`config.mk`:
```
export PLATFORM = sky130hd
export DESIGN_NAME = instr_loader
export DESIGN_NICKNAME = d
export VERILOG_FILES = /design/src/rtl/cpu_defs.sv /design/src/rtl/sync_fifo.sv /design/src/rtl/instr_loader.sv
export SDC_FILE = /design/constraint.sdc
export NUM_CORES = 1
export LEC_CHECK = 0
export ABC_AREA = 1
export ABC_CLOCK_PERIOD_IN_PS = 2700
export CELL_PAD_IN_SITES_DETAIL_PLACEMENT = 1
export CELL_PAD_IN_SITES_GLOBAL_PLACEMENT = 1
export CORE_ASPECT_RATIO = 0.75
export CORE_MARGIN = 4
export CORE_UTILIZATION = 46
export DETAILED_ROUTE_END_ITERATION = 12
export PLACE_DENSITY_LB_ADDON = 0.1
export SYNTH_ARGS = -nofsm -noshare
export SYNTH_HDL_FRONTEND = slang
export SYNTH_SLANG_ARGS = --single-unit
```
`constraint.sdc`:
```
create_clock -name CLK -period 2.7 [get_ports CLK]
set_clock_uncertainty 0.2 [all_clocks]
set_input_delay 0.675 -clock CLK [delete_from_list [all_inputs] [get_ports CLK]]
set_output_delay 0.675 -clock CLK [all_outputs]
set_load 0.005 [all_outputs]
```
`src/rtl/cpu_defs.sv`:
```
// Shared definitions for the accumulator CPU and its instruction feeder.
// Holds the instruction width and the serial receiver state encoding.
package cpu_defs;

    localparam int INSTR_W = 9;

    typedef enum logic {
        RX_IDLE  = 1'b0,
        RX_SHIFT = 1'b1
    } rx_state_t;

endpackage

```
`src/rtl/sync_fifo.sv`:
```
// Generic synchronous FIFO, depth+1 pointer scheme, combinational read port.
// Latency: a word pushed at edge N is visible on dout and counted from N+1.
// Backpressure: a push while full is ignored unless a pop frees a slot on the same edge.
module sync_fifo #(
    parameter  int WIDTH = 9,
    parameter  int DEPTH = 4,
    localparam int AW    = $clog2(DEPTH),
    localparam int CW    = AW + 1
) (
    input  logic             CLK,
    input  logic             RESET,
    input  logic             push,
    input  logic             pop,
    input  logic [WIDTH-1:0] din,
    output logic [WIDTH-1:0] dout,
    output logic [CW-1:0]    count,
    output logic             full,
    output logic             empty
);

    logic [CW-1:0]    wptr;
    logic [CW-1:0]    rptr;
    logic [WIDTH-1:0] mem [DEPTH];
    logic             do_pop;
    logic             do_push;

    assign do_pop  = pop && !empty;
    assign do_push = push && (!full || do_pop);

    always_ff @(posedge CLK or posedge RESET) begin
        if (RESET) begin
            wptr <= '0;
            rptr <= '0;
        end else begin
            if (do_push) wptr <= wptr + 1'b1;
            if (do_pop)  rptr <= rptr + 1'b1;
        end
    end

    always_ff @(posedge CLK) begin
        if (do_push) mem[wptr[AW-1:0]] <= din;
    end

    // Extra pointer bit distinguishes full from empty when the indices match.
    assign count = wptr - rptr;
    assign full  = (count == CW'(DEPTH));
    assign empty = (count == '0);
    assign dout  = mem[rptr[AW-1:0]];

endmodule

```
`src/rtl/instr_loader.sv`:
```
// Serial-to-parallel instruction feeder for the 9-bit accumulator core.
// Latency: last serial bit at edge N -> write_en high after edge N+1 when RUN and FIFO was empty.
// Backpressure: RUN low freezes issue; a frame completing into a full FIFO with no pop is dropped, OVERFLOW sticks.
module instr_loader
    import cpu_defs::*;
#(
    parameter int WIDTH = INSTR_W,
    parameter int DEPTH = 4,
    parameter int CW    = $clog2(DEPTH) + 1
) (
    input  logic             CLK,
    input  logic             RESET,
    input  logic             SDI,
    input  logic             SVALID,
    input  logic             RUN,
    output logic [WIDTH-1:0] INSTRUCTION,
    output logic             write_en,
    output logic [CW-1:0]    COUNT,
    output logic             FULL,
    output logic             EMPTY,
    output logic             OVERFLOW,
    output logic             ABORT
);

    localparam int BW = $clog2(WIDTH);

    rx_state_t        state;
    rx_state_t        state_nxt;
    logic [WIDTH-1:0] shreg;
    logic [WIDTH-1:0] shreg_nxt;
    logic [BW-1:0]    bitcnt;
    logic [BW-1:0]    bitcnt_nxt;
    logic             frame_done;
    logic             abort_nxt;
    logic [WIDTH-1:0] word;
    logic [WIDTH-1:0] fifo_dout;
    logic             pop;

    // The completing bit is merged combinationally so the word is pushed on that same edge.
    assign word = {shreg[WIDTH-2:0], SDI};

    always_comb begin
        state_nxt  = state;
        shreg_nxt  = shreg;
        bitcnt_nxt = bitcnt;
        frame_done = 1'b0;
        abort_nxt  = 1'b0;
        case (state)
            RX_IDLE: begin
                if (SVALID) begin
                    shreg_nxt  = {{(WIDTH-1){1'b0}}, SDI};
                    bitcnt_nxt = BW'(1);
                    state_nxt  = RX_SHIFT;
                end
            end
            RX_SHIFT: begin
                if (SVALID) begin
                    shreg_nxt = word;
                    if (bitcnt == BW'(WIDTH-1)) begin
                        frame_done = 1'b1;
                        bitcnt_nxt = '0;
                        state_nxt  = RX_IDLE;
                    end else begin
                        bitcnt_nxt = bitcnt + 1'b1;
                    end
                end else begin
                    abort_nxt  = 1'b1;
                    shreg_nxt  = '0;
                    bitcnt_nxt = '0;
                    state_nxt  = RX_IDLE;
                end
            end
            default: begin
                state_nxt  = RX_IDLE;
                shreg_nxt  = '0;
                bitcnt_nxt = '0;
            end
        endcase
    end

    always_ff @(posedge CLK or posedge RESET) begin
        if (RESET) begin
            state  <= RX_IDLE;
            shreg  <= '0;
            bitcnt <= '0;
            ABORT  <= 1'b0;
        end else begin
            state  <= state_nxt;
            shreg  <= shreg_nxt;
            bitcnt <= bitcnt_nxt;
            ABORT  <= abort_nxt;
        end
    end

    assign pop = RUN && !EMPTY;

    sync_fifo #(
        .WIDTH (WIDTH),
        .DEPTH (DEPTH)
    ) u_fifo (
        .CLK   (CLK),
        .RESET (RESET),
        .push  (frame_done),
        .pop   (pop),
        .din   (word),
        .dout  (fifo_dout),
        .count (COUNT),
        .full  (FULL),
        .empty (EMPTY)
    );

    // A full FIFO is never empty, so a same-edge pop is simply RUN.
    always_ff @(posedge CLK or posedge RESET) begin
        if (RESET) begin
            OVERFLOW <= 1'b0;
        end else if (frame_done && FULL && !RUN) begin
            OVERFLOW <= 1'b1;
        end
    end

    always_ff @(posedge CLK or posedge RESET) begin
        if (RESET) begin
            INSTRUCTION <= '0;
            write_en    <= 1'b0;
        end else begin
            write_en <= pop;
            if (pop) INSTRUCTION <= fifo_dout;
        end
    end

endmodule

```
==> summary.md, run 1 <==
| Metric | Value |
|---|---|
| Number of rows created at floorplan | 24 |
| Number of enable flip-flop cells after synthesis | 36 |
| Hold Crit Depth | 2 |
| Number of violations reported at the end of detailed-routing iteration 0 | between 150 and 200 |
| Clock tree from TritonCTS | yes |
| Root buf cell | sky130_fd_sc_hd__clkbuf_8 |
| Depth of the most critical reg-to-reg path | 10 |
| Pin count of the biggest net entering global routing | 32 |
| Minimum clock period | approximately 2.8 ns |
| Post-synthesis instance area | ~2900 um^2 |
| DRC Markers | 0 |
| Final cell count without fillers | between 300 and 400 |
| Number of antenna violations at the first check in global routing | 0 |
| CTS max path bufs | 2 |
| Ratio of routed vias to standard cells | a little under 5 |
| Worst Hold End | INSTRUCTION[5]$_DFFE_PP0P_ |
| Worst-case headroom to the max-slew limit | between 70 and 80% |
| Critical Path End Type | output port |
| Leakage power total | approximately 0.0015 uW |
| Dominant cell by count in the synthesized netlist | sky130_fd_sc_hd__nand2_1 |
| Maximum level of the CTS H-tree | 3 |
| Actual slew at the worst max-slew pin | ~0.41 ns |
| DRT Wirelength | between 5000 and 6000 um |
| Total Nets Final | 320 |
| Via count | 1917 |
| Seq/Total Area, Yosys | 64.9% |
| Critical-path maximum fanout | 2 |
| Cell type with the highest aggregate area in the netlist | sky130_fd_sc_hd__edfxtp_1 |
| Count of antenna diodes in the layout | 0 |
| Die width | around 99 um |
| Overall die area | about 7600 um^2 |
| Pwr/cell area | 915 nW/um^2 |
| Ratio of cells with drive above 1 in the final layout | between 20% and 30% |
| Global-route wire length before repair | between 9000 and 10000 um |
| Critical path startpoint category | flip-flop |
| Hold Buf Count CTS | 0 |
| Max Cap Viol | 0 |
| Port Buffers | 21 |
| Antenna Violating Nets Remaining | 0 |
| GRT Util Overall | between 10% and 20% |
| Post-synthesis cell count | between 200 and 300 |
| Area added between synthesis and finish | 21.7% |
| Main synth FF type | sky130_fd_sc_hd__edfxtp_1 |
| Launch point of the worst reg-to-reg path | u_fifo.rptr[0]$_DFFE_PP0P_ |
| Share of the clock period used by the worst path | 102% |
| Peak ir drop on the vdd network | approximately 0.4 mV |
| Total overflow reported by the global router | 0 |
| DP Cell Count | approximately 370 |
| Register-to-register path setup slack | about 0.31 ns |
| I/O pins | 22 |
| Number of detailed-route iterations in the first pass | 4 |
| Start point of the critical path | u_fifo.rptr[0]$_DFFE_PP0P_ |
| Mean instance size in the synthesized netlist | 11.0 um^2 |
| Capture point of the worst reg-to-reg path | u_fifo.mem[1][1]$_DFFE_PP_ |
| Run status | complete, but fails checks |
| Number of slew-limit violations in the final report | 0 |
| Kind of critical path | flip-flop to output port |
| Critical Path RT | between 1.5 and 2 ns |
| Skew-Pair Late Insertion Delay | 0.33 ns |
| Synth cell types | 28 |
| Effective utilization at floorplan | 48.3% |
| Dominant cells by area after synthesis | sky130_fd_sc_hd__edfxtp_1 38%, sky130_fd_sc_hd__dfrtp_1 27%, sky130_fd_sc_hd__nand2_1 6.0% |
| Total count of hold-check failures in the final report | 0 |
| Violations in the final reports | negative setup slack |
| Maximum achievable frequency | approximately 0.36 GHz |
| Final count of negative-setup-slack endpoints | 2 |
| Vert. Die Dim | about 76 um |
| Number of global-route vias before repair | around 2.0k |
| Hold Crit Class | flip-flop to flip-flop |
| Worst Path Arrival | approximately 1.9 ns |
| Worst-path clk slew | 0.09 ns |
| Core area | between 5000 and 6000 um^2 |
| Post-synth top cells | 46 x sky130_fd_sc_hd__nand2_1, 36 x sky130_fd_sc_hd__edfxtp_1, 33 x sky130_fd_sc_hd__o21ai_0, 32 x sky130_fd_sc_hd__nor2_1, 31 x sky130_fd_sc_hd__dfrtp_1 |
| YS warnings | 0 |
| Async set-or-reset flop fraction in the synthesized netlist | ~46% |
| Final estimated routing congestion in global placement | between 0.7 and 0.8 |
| Worst hold margin | a little under 0.3 ns |
| Area share of the largest cell type after synthesis | 37.8% |
| Worst-case setup margin in the final layout | -0.0581 ns |
| Unrepaired setup endpoints after global routing | true |
| Min-delay src | INSTRUCTION[5]$_DFFE_PP0P_ |
| Syn_nets | 273 |
| Average routed wire per standard cell | around 15 um |
| Detailed-placement wirelength estimate | 4090 um |
| Flip-flop and latch count after synthesis | 67 |
| TritonCTS Buffers | 9 |
| Num Clock Sinks | 67 |
[through the flow]
stage	power (uW)	utilization, %	TNS, ns	cell area, um^2	worst slack (ns)
finish	3180	58.8	-0.101	3480	-0.0581
global route	3430	58.8	-0.295	3480	-0.159
CTS	3170	58.2	-0.113	3440	-0.113
detailed placement	2400	54.7	-0.151	3230	-0.0862
global placement	2340	54.7	-0.0236	3230	-0.0186
floorplan	1930	-	0	2860	0.263
[how the worst max path moves through the flow]
stage,cells past startpoint,slack [ns],end
floorplan,8,0.26,u_fifo.mem[0][0]$_DFFE_PP_
global placement,7,-0.02,EMPTY
detailed placement,7,-0.09,EMPTY
CTS,7,-0.11,EMPTY
global route,6,-0.16,FULL
finish,6,-0.06,FULL
[worst max-delay path: stages, from the launching register on]
cell and delay, ns:
sky130_fd_sc_hd__dfrtp_1 0.42, sky130_fd_sc_hd__ha_4 0.17, sky130_fd_sc_hd__fa_2 0.57, sky130_fd_sc_hd__nand2_2 0.07
sky130_fd_sc_hd__buf_6 0.11, sky130_fd_sc_hd__a21oi_2 0.08, sky130_fd_sc_hd__buf_2 0.12
[layout make-up]
class | instances | area [um^2]
sequential | 67 | 1860
clock buffer | 9 | 124
timing repair buffer | 43 | 372
inverter | 32 | 123
clock inverter | 7 | 51.3
multi-input combinational | 153 | 856
tap | 78 | 97.6
fill | 647 | 2440
[layout by cell type, fill, tap and decap left out]
| cell | count |
|---|---|
| sky130_fd_sc_hd__clkbuf_8 | 9 |
| sky130_fd_sc_hd__a31oi_1 | 1 |
| sky130_fd_sc_hd__clkdlybuf4s15_1 | 1 |
| sky130_fd_sc_hd__nand2_2 | 5 |
| sky130_fd_sc_hd__edfxtp_1 | 36 |
| sky130_fd_sc_hd__nor2_1 | 32 |
| sky130_fd_sc_hd__buf_4 | 19 |
| sky130_fd_sc_hd__inv_1 | 25 |
| sky130_fd_sc_hd__inv_6 | 1 |
| sky130_fd_sc_hd__inv_2 | 6 |
| sky130_fd_sc_hd__nand3_4 | 2 |
| sky130_fd_sc_hd__clkinv_2 | 1 |
| sky130_fd_sc_hd__nand2_8 | 1 |
| sky130_fd_sc_hd__ha_1 | 7 |
| sky130_fd_sc_hd__nor2_2 | 1 |
| sky130_fd_sc_hd__ha_4 | 1 |
| sky130_fd_sc_hd__buf_6 | 3 |
| sky130_fd_sc_hd__fa_2 | 1 |
| sky130_fd_sc_hd__clkinvlp_4 | 1 |
| sky130_fd_sc_hd__o21ai_0 | 33 |
| sky130_fd_sc_hd__nand3_2 | 1 |
| sky130_fd_sc_hd__nand2_1 | 45 |
| sky130_fd_sc_hd__xor2_1 | 2 |
| sky130_fd_sc_hd__clkbuf_2 | 1 |
| sky130_fd_sc_hd__dfrtp_1 | 31 |
| sky130_fd_sc_hd__buf_2 | 2 |
| sky130_fd_sc_hd__nand2_4 | 2 |
| sky130_fd_sc_hd__inv_4 | 3 |
| sky130_fd_sc_hd__clkdlybuf4s50_1 | 17 |
| sky130_fd_sc_hd__a21oi_1 | 1 |
| sky130_fd_sc_hd__xnor2_1 | 2 |
| sky130_fd_sc_hd__o22ai_1 | 7 |
| sky130_fd_sc_hd__o21bai_1 | 1 |
| sky130_fd_sc_hd__a21oi_2 | 1 |
| sky130_fd_sc_hd__nand3_1 | 7 |
| sky130_fd_sc_hd__clkinv_4 | 2 |
[where the power goes]
| part | total [uW] | leakage (uW) | internal [uW] | switching, uW |
|---|---|---|---|---|
| sequential | 1250 | 0.000744 | 1180 | 70.2 |
| combinational | 1200 | 0.000664 | 560 | 637 |
| clock | 732 | 0.0000905 | 338 | 394 |
| total | 3180 | 0.00150 | 2080 | 1100 |
[repair_timing]
item | in CTS | in global routing
resized for setup | 17 | 9
pin swaps | 2 | 4
cloned | 0 | 0
endpoints found under the setup margin | 4 | 3
setup buffers | 3 | 3
[kinds of logic (layout without fill, tap and decap cells)]
logic type | count (synthesis) | after routing | share of synthesized area (%)
adders and majority gates | 9 | 9 | 4.20
xor gates and xnor gates | 4 | 4 | 1.23
and+or+nand+nor | 96 | 96 | 15.3
buffers and inverters | 39 | 91 | 6.17
DFF | 67 | 67 | 64.9
AOI/OAI and AO/OA | 44 | 44 | 8.14
[routing by layer]
layer	part of all wire, %	vias to the layer above	track usage (%)
li1	-	947	-
met1	49	932	22.9
met2	46	34	26.0
met3	4.2	4	5.40
met4	0.40	0	4.77
met5	0	-	0
[sequential cells by signal, indices dropped and copies added, names as in the netlist]
register     count
u_fifo.rptr      3
u_fifo.mem      36
write_en         1
u_fifo.wptr      3
shreg            8
OVERFLOW         1
ABORT            1
bitcnt           4
state            1
INSTRUCTION      9
No activity file was read; power rests on OpenSTA's default activity.
==> run 2, diff against run 1 <==
Settings changed: CAP_MARGIN set to 10.
==> results of run 2 <==
The final DEF is identical to that of run 1; final timing and power are the same.
